[config.mk]
export PLATFORM = sky130hd
export DESIGN_NAME = note_sequencer_flat
export DESIGN_NICKNAME = d
export VERILOG_FILES = /design/src/rtl/note_sequencer_if.sv /design/src/rtl/note_sequencer.sv /design/src/flat_wrapper.sv
export SDC_FILE = /design/constraint.sdc
export NUM_CORES = 1
export LEC_CHECK = 0
export CAP_MARGIN = 20
export CORE_MARGIN = 4
export CORE_UTILIZATION = 44
export CTS_CLUSTER_SIZE = 16
export DETAILED_ROUTE_END_ITERATION = 10
export GPL_TIMING_DRIVEN = 0
export PLACE_DENSITY = 0.75
export SYNTH_ARGS = -nofsm -noshare
export SYNTH_HDL_FRONTEND = slang
export SYNTH_SLANG_ARGS = --single-unit
[constraint.sdc]
create_clock -name clk -period 1.6 [get_ports clk]
set_input_delay 0.32 -clock clk [delete_from_list [all_inputs] [get_ports clk]]
set_output_delay 0.32 -clock clk [all_outputs]
set_load 0.01 [all_outputs]
[src/rtl/note_sequencer_if.sv]
// rtl/note_sequencer_if.sv - song ROM read bus between note_sequencer and its ROM
interface note_sequencer_if #(
    parameter int ADDR_W = 8,
    parameter int DUR_W  = 6
);
    logic [ADDR_W-1:0]  rom_addr;
    logic [9+DUR_W:0]   rom_data;

    modport master (output rom_addr, input rom_data);
    modport slave  (input rom_addr, output rom_data);
endinterface

[src/rtl/note_sequencer.sv]
// rtl/note_sequencer.sv - steps through song ROM entries {note, dur}, driving note/gate
module note_sequencer #(
    parameter int ADDR_W   = 8,
    parameter int DUR_W    = 6,
    parameter int TICK_DIV = 4,
    parameter int GAP_CYC  = 2
) (
    input  logic                clk,
    input  logic                reset,
    input  logic                start,
    input  logic                stop,
    input  logic                loop,
    note_sequencer_if.master    rom,
    output logic [9:0]          note,
    output logic                gate,
    output logic                busy,
    output logic                done
);
    // One counter serves both the tick divider in PLAY and the release timer in GAP.
    localparam int CNT_MAX = (TICK_DIV > GAP_CYC) ? TICK_DIV : GAP_CYC;
    localparam int CNT_W   = $clog2(CNT_MAX + 1);

    typedef enum logic [2:0] {IDLE, FETCH, LATCH, PLAY, GAP} state_t;

    state_t              state;
    logic [CNT_W-1:0]    tick_cnt;
    logic [DUR_W-1:0]    dur_cnt;
    logic [9:0]          rom_note;
    logic [DUR_W-1:0]    rom_dur;

    assign {rom_note, rom_dur} = rom.rom_data;

    always_ff @(posedge clk) begin
        if (reset) begin
            state        <= IDLE;
            rom.rom_addr <= '0;
            note         <= '0;
            gate         <= 1'b0;
            busy         <= 1'b0;
            done         <= 1'b0;
            tick_cnt     <= '0;
            dur_cnt      <= '0;
        end else begin
            done <= 1'b0;
            if (stop) begin
                state        <= IDLE;
                rom.rom_addr <= '0;
                note         <= '0;
                gate         <= 1'b0;
                busy         <= 1'b0;
                tick_cnt     <= '0;
                dur_cnt      <= '0;
            end else begin
                case (state)
                    IDLE: begin
                        if (start) begin
                            state <= FETCH;
                            busy  <= 1'b1;
                        end
                    end
                    FETCH: state <= LATCH;
                    LATCH: begin
                        if (rom_dur == '0) begin
                            rom.rom_addr <= '0;
                            if (loop) begin
                                state <= FETCH;
                            end else begin
                                state <= IDLE;
                                busy  <= 1'b0;
                                done  <= 1'b1;
                                note  <= '0;
                            end
                        end else begin
                            note     <= rom_note;
                            gate     <= (rom_note != '0);
                            tick_cnt <= '0;
                            dur_cnt  <= rom_dur;
                            state    <= PLAY;
                        end
                    end
                    PLAY: begin
                        if (tick_cnt == CNT_W'(TICK_DIV - 1)) begin
                            tick_cnt <= '0;
                            dur_cnt  <= dur_cnt - 1'b1;
                            if (dur_cnt == DUR_W'(1)) begin
                                gate  <= 1'b0;
                                state <= GAP;
                            end
                        end else begin
                            tick_cnt <= tick_cnt + 1'b1;
                        end
                    end
                    GAP: begin
                        if (tick_cnt == CNT_W'(GAP_CYC - 1)) begin
                            tick_cnt     <= '0;
                            rom.rom_addr <= rom.rom_addr + 1'b1;
                            state        <= FETCH;
                        end else begin
                            tick_cnt <= tick_cnt + 1'b1;
                        end
                    end
                    default: state <= IDLE;
                endcase
            end
        end
    end
endmodule
[src/flat_wrapper.sv]
// flat-port wrapper written by rule: the top's interface ports become plain ports
module note_sequencer_flat 
#(
    parameter int ADDR_W   = 8,
    parameter int DUR_W    = 6,
    parameter int TICK_DIV = 4,
    parameter int GAP_CYC  = 2
)
  (clk, reset, start, stop, loop, note, gate, busy, done, rom_rom_addr, rom_rom_data);
  note_sequencer_if #(.ADDR_W(ADDR_W), .DUR_W(DUR_W)) rom_i ();
  input  logic clk;
  input  logic reset;
  input  logic start;
  input  logic stop;
  input  logic loop;
  output logic [9:0] note;
  output logic gate;
  output logic busy;
  output logic done;
  output wire logic [$bits(rom_i.rom_addr)-1:0] rom_rom_addr;
  input wire logic [$bits(rom_i.rom_data)-1:0] rom_rom_data;
  assign rom_rom_addr = rom_i.rom_addr;
  assign rom_i.rom_data = rom_rom_data;
  note_sequencer #(.ADDR_W(ADDR_W), .DUR_W(DUR_W), .TICK_DIV(TICK_DIV), .GAP_CYC(GAP_CYC)) u_core (.clk(clk), .reset(reset), .start(start), .stop(stop), .loop(loop), .rom(rom_i), .note(note), .gate(gate), .busy(busy), .done(done));
endmodule
==> reports/results.tsv <==
stage	metric	value	unit
synth	Yosys warnings	0	
synth	Synth Area per Inst	9.11	µm²
place	IO Port Bufs	41	
sta	final setup vio count	2	
worst_setup_path	RR Startpoint	u_core.tick_cnt[1]$_SDFFE_PP0P_	
place	GPL Wtd Cong	0.839	
pwr	combinational power share	0.093	
grt	routing usage on met1	0.243	
clocking	clk slew on worst S/H paths	60	ps
pwr	power share of the sequential group	0.458	
clocking	CTS Hold Bufs	0	
sta	Max Freq	610	MHz
worst_setup_path	top fanout value on the critical path	8	
floorplanning	Die ar.	0.00491	mm²
synth	largest family of logic cells by synthesized area	compound AO/OA/AOI/OAI gates	
sta	Hold Worst Slack	480	ps
floorplanning	die height	70.1	µm
synth	simple-gate share of the synthesized area	0.243	
drt	WL/cell	16.3	µm
clocking	H-tree Lvls	2	
drt	DRC viols	0	
synth	Post-Synthesis Cells	186	
outcome	failing checks	setup timing	
synth	Synth Area in Compound Gates	0.273	
cells_and_area	most frequent cells in the layout	clkdlybuf4s50_1 (34), dfxtp_1 (22), a21oi_1 (15)	
worst_hold_path	worst hold path startpoint	u_core.note[1]$_SDFFE_PP0P_	
synth	unique cell type count in the Yosys netlist	45	
cells_and_area	Area Growth Syn to Fin	51.5	%
cells_and_area	share of layout cells above drive strength 1	0.267	
clocking	CTS root buf	clkbuf_8	
drt	DRT iter0 DRCs	120	
grt	M2 GR Usage	0.270	
grt	vias in the first global route	1615	
worst_setup_path	Worst Setup End Kind	flop	
synth	Synth Cell Area	0.00169	mm²
sta	final worst setup slack	-40.5	ps
drt	vias per inst	5.88	
place	Detailed Place HPWL	3.12	mm
worst_hold_path	Hold WC Path Type	flop to flop	
grt	initial antenna violation count	0	
grt	Most Crowded Layer GR	met2	
pwr	maximum VDD drop	518	µV
synth	syn nets	214	
job	Max Cap Violations	0	
cells_and_area	fin cells	295	
drt	Vias	1736	
pwr	switching share of power	0.221	
drt	Initial DRT Pass Iterations	4	
pwr	Switching Power	0.000402	W
clocking	clk_lat worst skew	290	ps
clocking	clock sink count	33	
sta	period utilization	1.03	
synth	register bit total from synthesis	33	
worst_setup_path	Worst Setup Start Kind	primary input	
worst_setup_path	Critical Path Start	rom_rom_data[1]	
sta	Slew @ Worst Pin	290	ps
grt	global-route wire length before repair	7.35	mm
sta	fin. max-slew vios	0	
synth	area leader, netlist	dfxtp_1	
sta	Period minus WS final	1640	ps
floorplanning	I/O pin count	42	
cells_and_area	antenna diode count	0	
clocking	CTS tree	done	
synth	multiplexer area fraction after synthesis	0	
place	Placed Instances	275	
synth	share of the synthesized area in the top cell type	0.390	
synth	Post-Synth XOR/XNOR Area	0	
floorplanning	Die X	70.1	µm
floorplanning	row count	22	
worst_setup_path	Arrival @ worst endpoint	1860	ps
drt	drt total wl	4.80	mm
synth	ys async rst share	0	
synth	Synth Flop Type	dfxtp_1	
floorplanning	core area	0.00369	mm²
clocking	clk buf depth	2	
grt	pin count of the biggest net entering global routing	11	
synth	EDFF count, synth	0	
clocking	Num CTS Buffers	5	
synth	top cells by area, synth	dfxtp_1 (39%), a22o_1 (6.2%), ha_1 (5.2%)	
sta	clk_skew	2.98	ps
synth	register area share after synthesis	0.390	
synth	Synth Area in Adders	0.0517	
pwr	cell-internal power	0.00142	W
pwr	power density cells	710	mW/mm²
grt	GRT Total Usage	0.186	
sta	RSZ-0062 raised after global routing	yes	
drt	Detail Route Antenna Nets	0	
worst_setup_path	Req. time, crit path	1820	ps
sta	Fin. Hold Viols	0	
pwr	Clk network pwr share	0.449	
grt	GRT met3 Usage	0.0719	
cells_and_area	commonest non-fill, non-tap cell in the layout	clkdlybuf4s50_1	
worst_setup_path	WS Path Type	primary input to flop	
pwr	Pwr Total	0.00182	W
pwr	Lkg Pwr	0.915	nW
grt	gr ovfl total	0	
outcome	status	complete, but fails checks	
floorplanning	Initial Utilization	0.459	
sta	worst rel slew slack	0.806	
cells_and_area	final net count	274	
[state kept, by name (all words and copies together) (netlist names)]
register and count:
u_core.rom.rom_addr 8, u_core.dur_cnt 6, u_core.note 10, u_core.state 3
u_core.done 1, u_core.gate 1, u_core.tick_cnt 3, u_core.busy 1
[cell usage after synthesis, drive strengths merged, types with 2 or more instances]
master and count:
o41ai 2, nor4 5, a211oi 3, nor2 10
o211ai 3, a22o 12, dfxtp 33, and3 2
nor2b 4, and4 2, a21oi 16, a32o 2
clkbuf 8, inv 7, nor3b 5, buf 2
nand2 8, ha 7, nor3 4, nand2b 2
o2bb2ai 2, o21ai 8, a221oi 2, nand3 9
or4 6, or4b 2, o31ai 5
[per-layer routing]
layer  share of wire  routed length [µm]
met1            0.45                2170
met2            0.48                2320
met3           0.055                 264
met4          0.0086                  41
met5               0                   0
[area by class of cell]
| type | instances | area (µm²) |
|---|---|---|
| Buffer | 9 | 60.1 |
| Clock buffer | 7 | 86.3 |
| Clock inverter | 1 | 30.0 |
| Fill cell | 308 | 1120 |
| Inverter | 7 | 26.3 |
| Multi-Input combinational cell | 137 | 1120 |
| Sequential cell | 33 | 679 |
| Tap cell | 48 | 60.1 |
| Timing Repair Buffer | 53 | 508 |
[power by group through the flow]
stage | sequential [W] | combinational [W] | clock [W]
after CTS | 0.000836 | 0.000153 | 0.000829
final | 0.000835 | 0.000169 | 0.000818
after floorplan | 0.000851 | 0.0000625 | 0
after global placement | 0.000850 | 0.000149 | 0
after global routing | 0.000835 | 0.000183 | 0.000871
after detailed placement | 0.000851 | 0.000149 | 0
[final timing paths]
path         slack [ps]  depth (start not counted)                                   to
min                 480                          1          u_core.note[1]$_SDFFE_PP0P_
max                 -40                          7  u_core.rom.rom_addr[2]$_SDFFE_PP0P_
min reg2reg         480                          1          u_core.note[1]$_SDFFE_PP0P_
max reg2reg         -30                          7  u_core.rom.rom_addr[2]$_SDFFE_PP0P_
[metrics by stage]
| stage | setup WS [ps] | area, µm² | TNS (ps) | util |
|---|---|---|---|---|
| floorplan | -44.3 | 1700 | -56.2 | - |
| global placement | -722 | 2170 | -17390 | 0.589 |
| detailed placement | -753 | 2170 | -18540 | 0.589 |
| CTS | -29.6 | 2400 | -31.6 | 0.650 |
| global route | -114 | 2570 | -1050 | 0.696 |
| finish | -40.5 | 2570 | -51.6 | 0.696 |
[what timing repair did]
| item | CTS | global route |
|---|---|---|
| resized for setup | 26 | 40 |
| pin swaps | 3 | 12 |
| setup endpoints to repair | 32 | 33 |
| buffers inserted | 6 | 6 |
| cloned | 0 | 1 |
[logic make-up (layout without fill, tap and decap cells)]
logic type | Yosys count | count (layout)
buf+inv | 17 | 77
simple gates | 67 | 67
fa+ha+maj | 7 | 7
compound gates | 62 | 63
flops | 33 | 33
[worst max-delay path, stage by stage]
cell and delay (ps):
dlygate4sd2_1 270, nor4_4 270, buf_6 170, a31oi_4 120
buf_6 170, or4_1 390, a21oi_1 140
(Power assumes the default switching activity.)
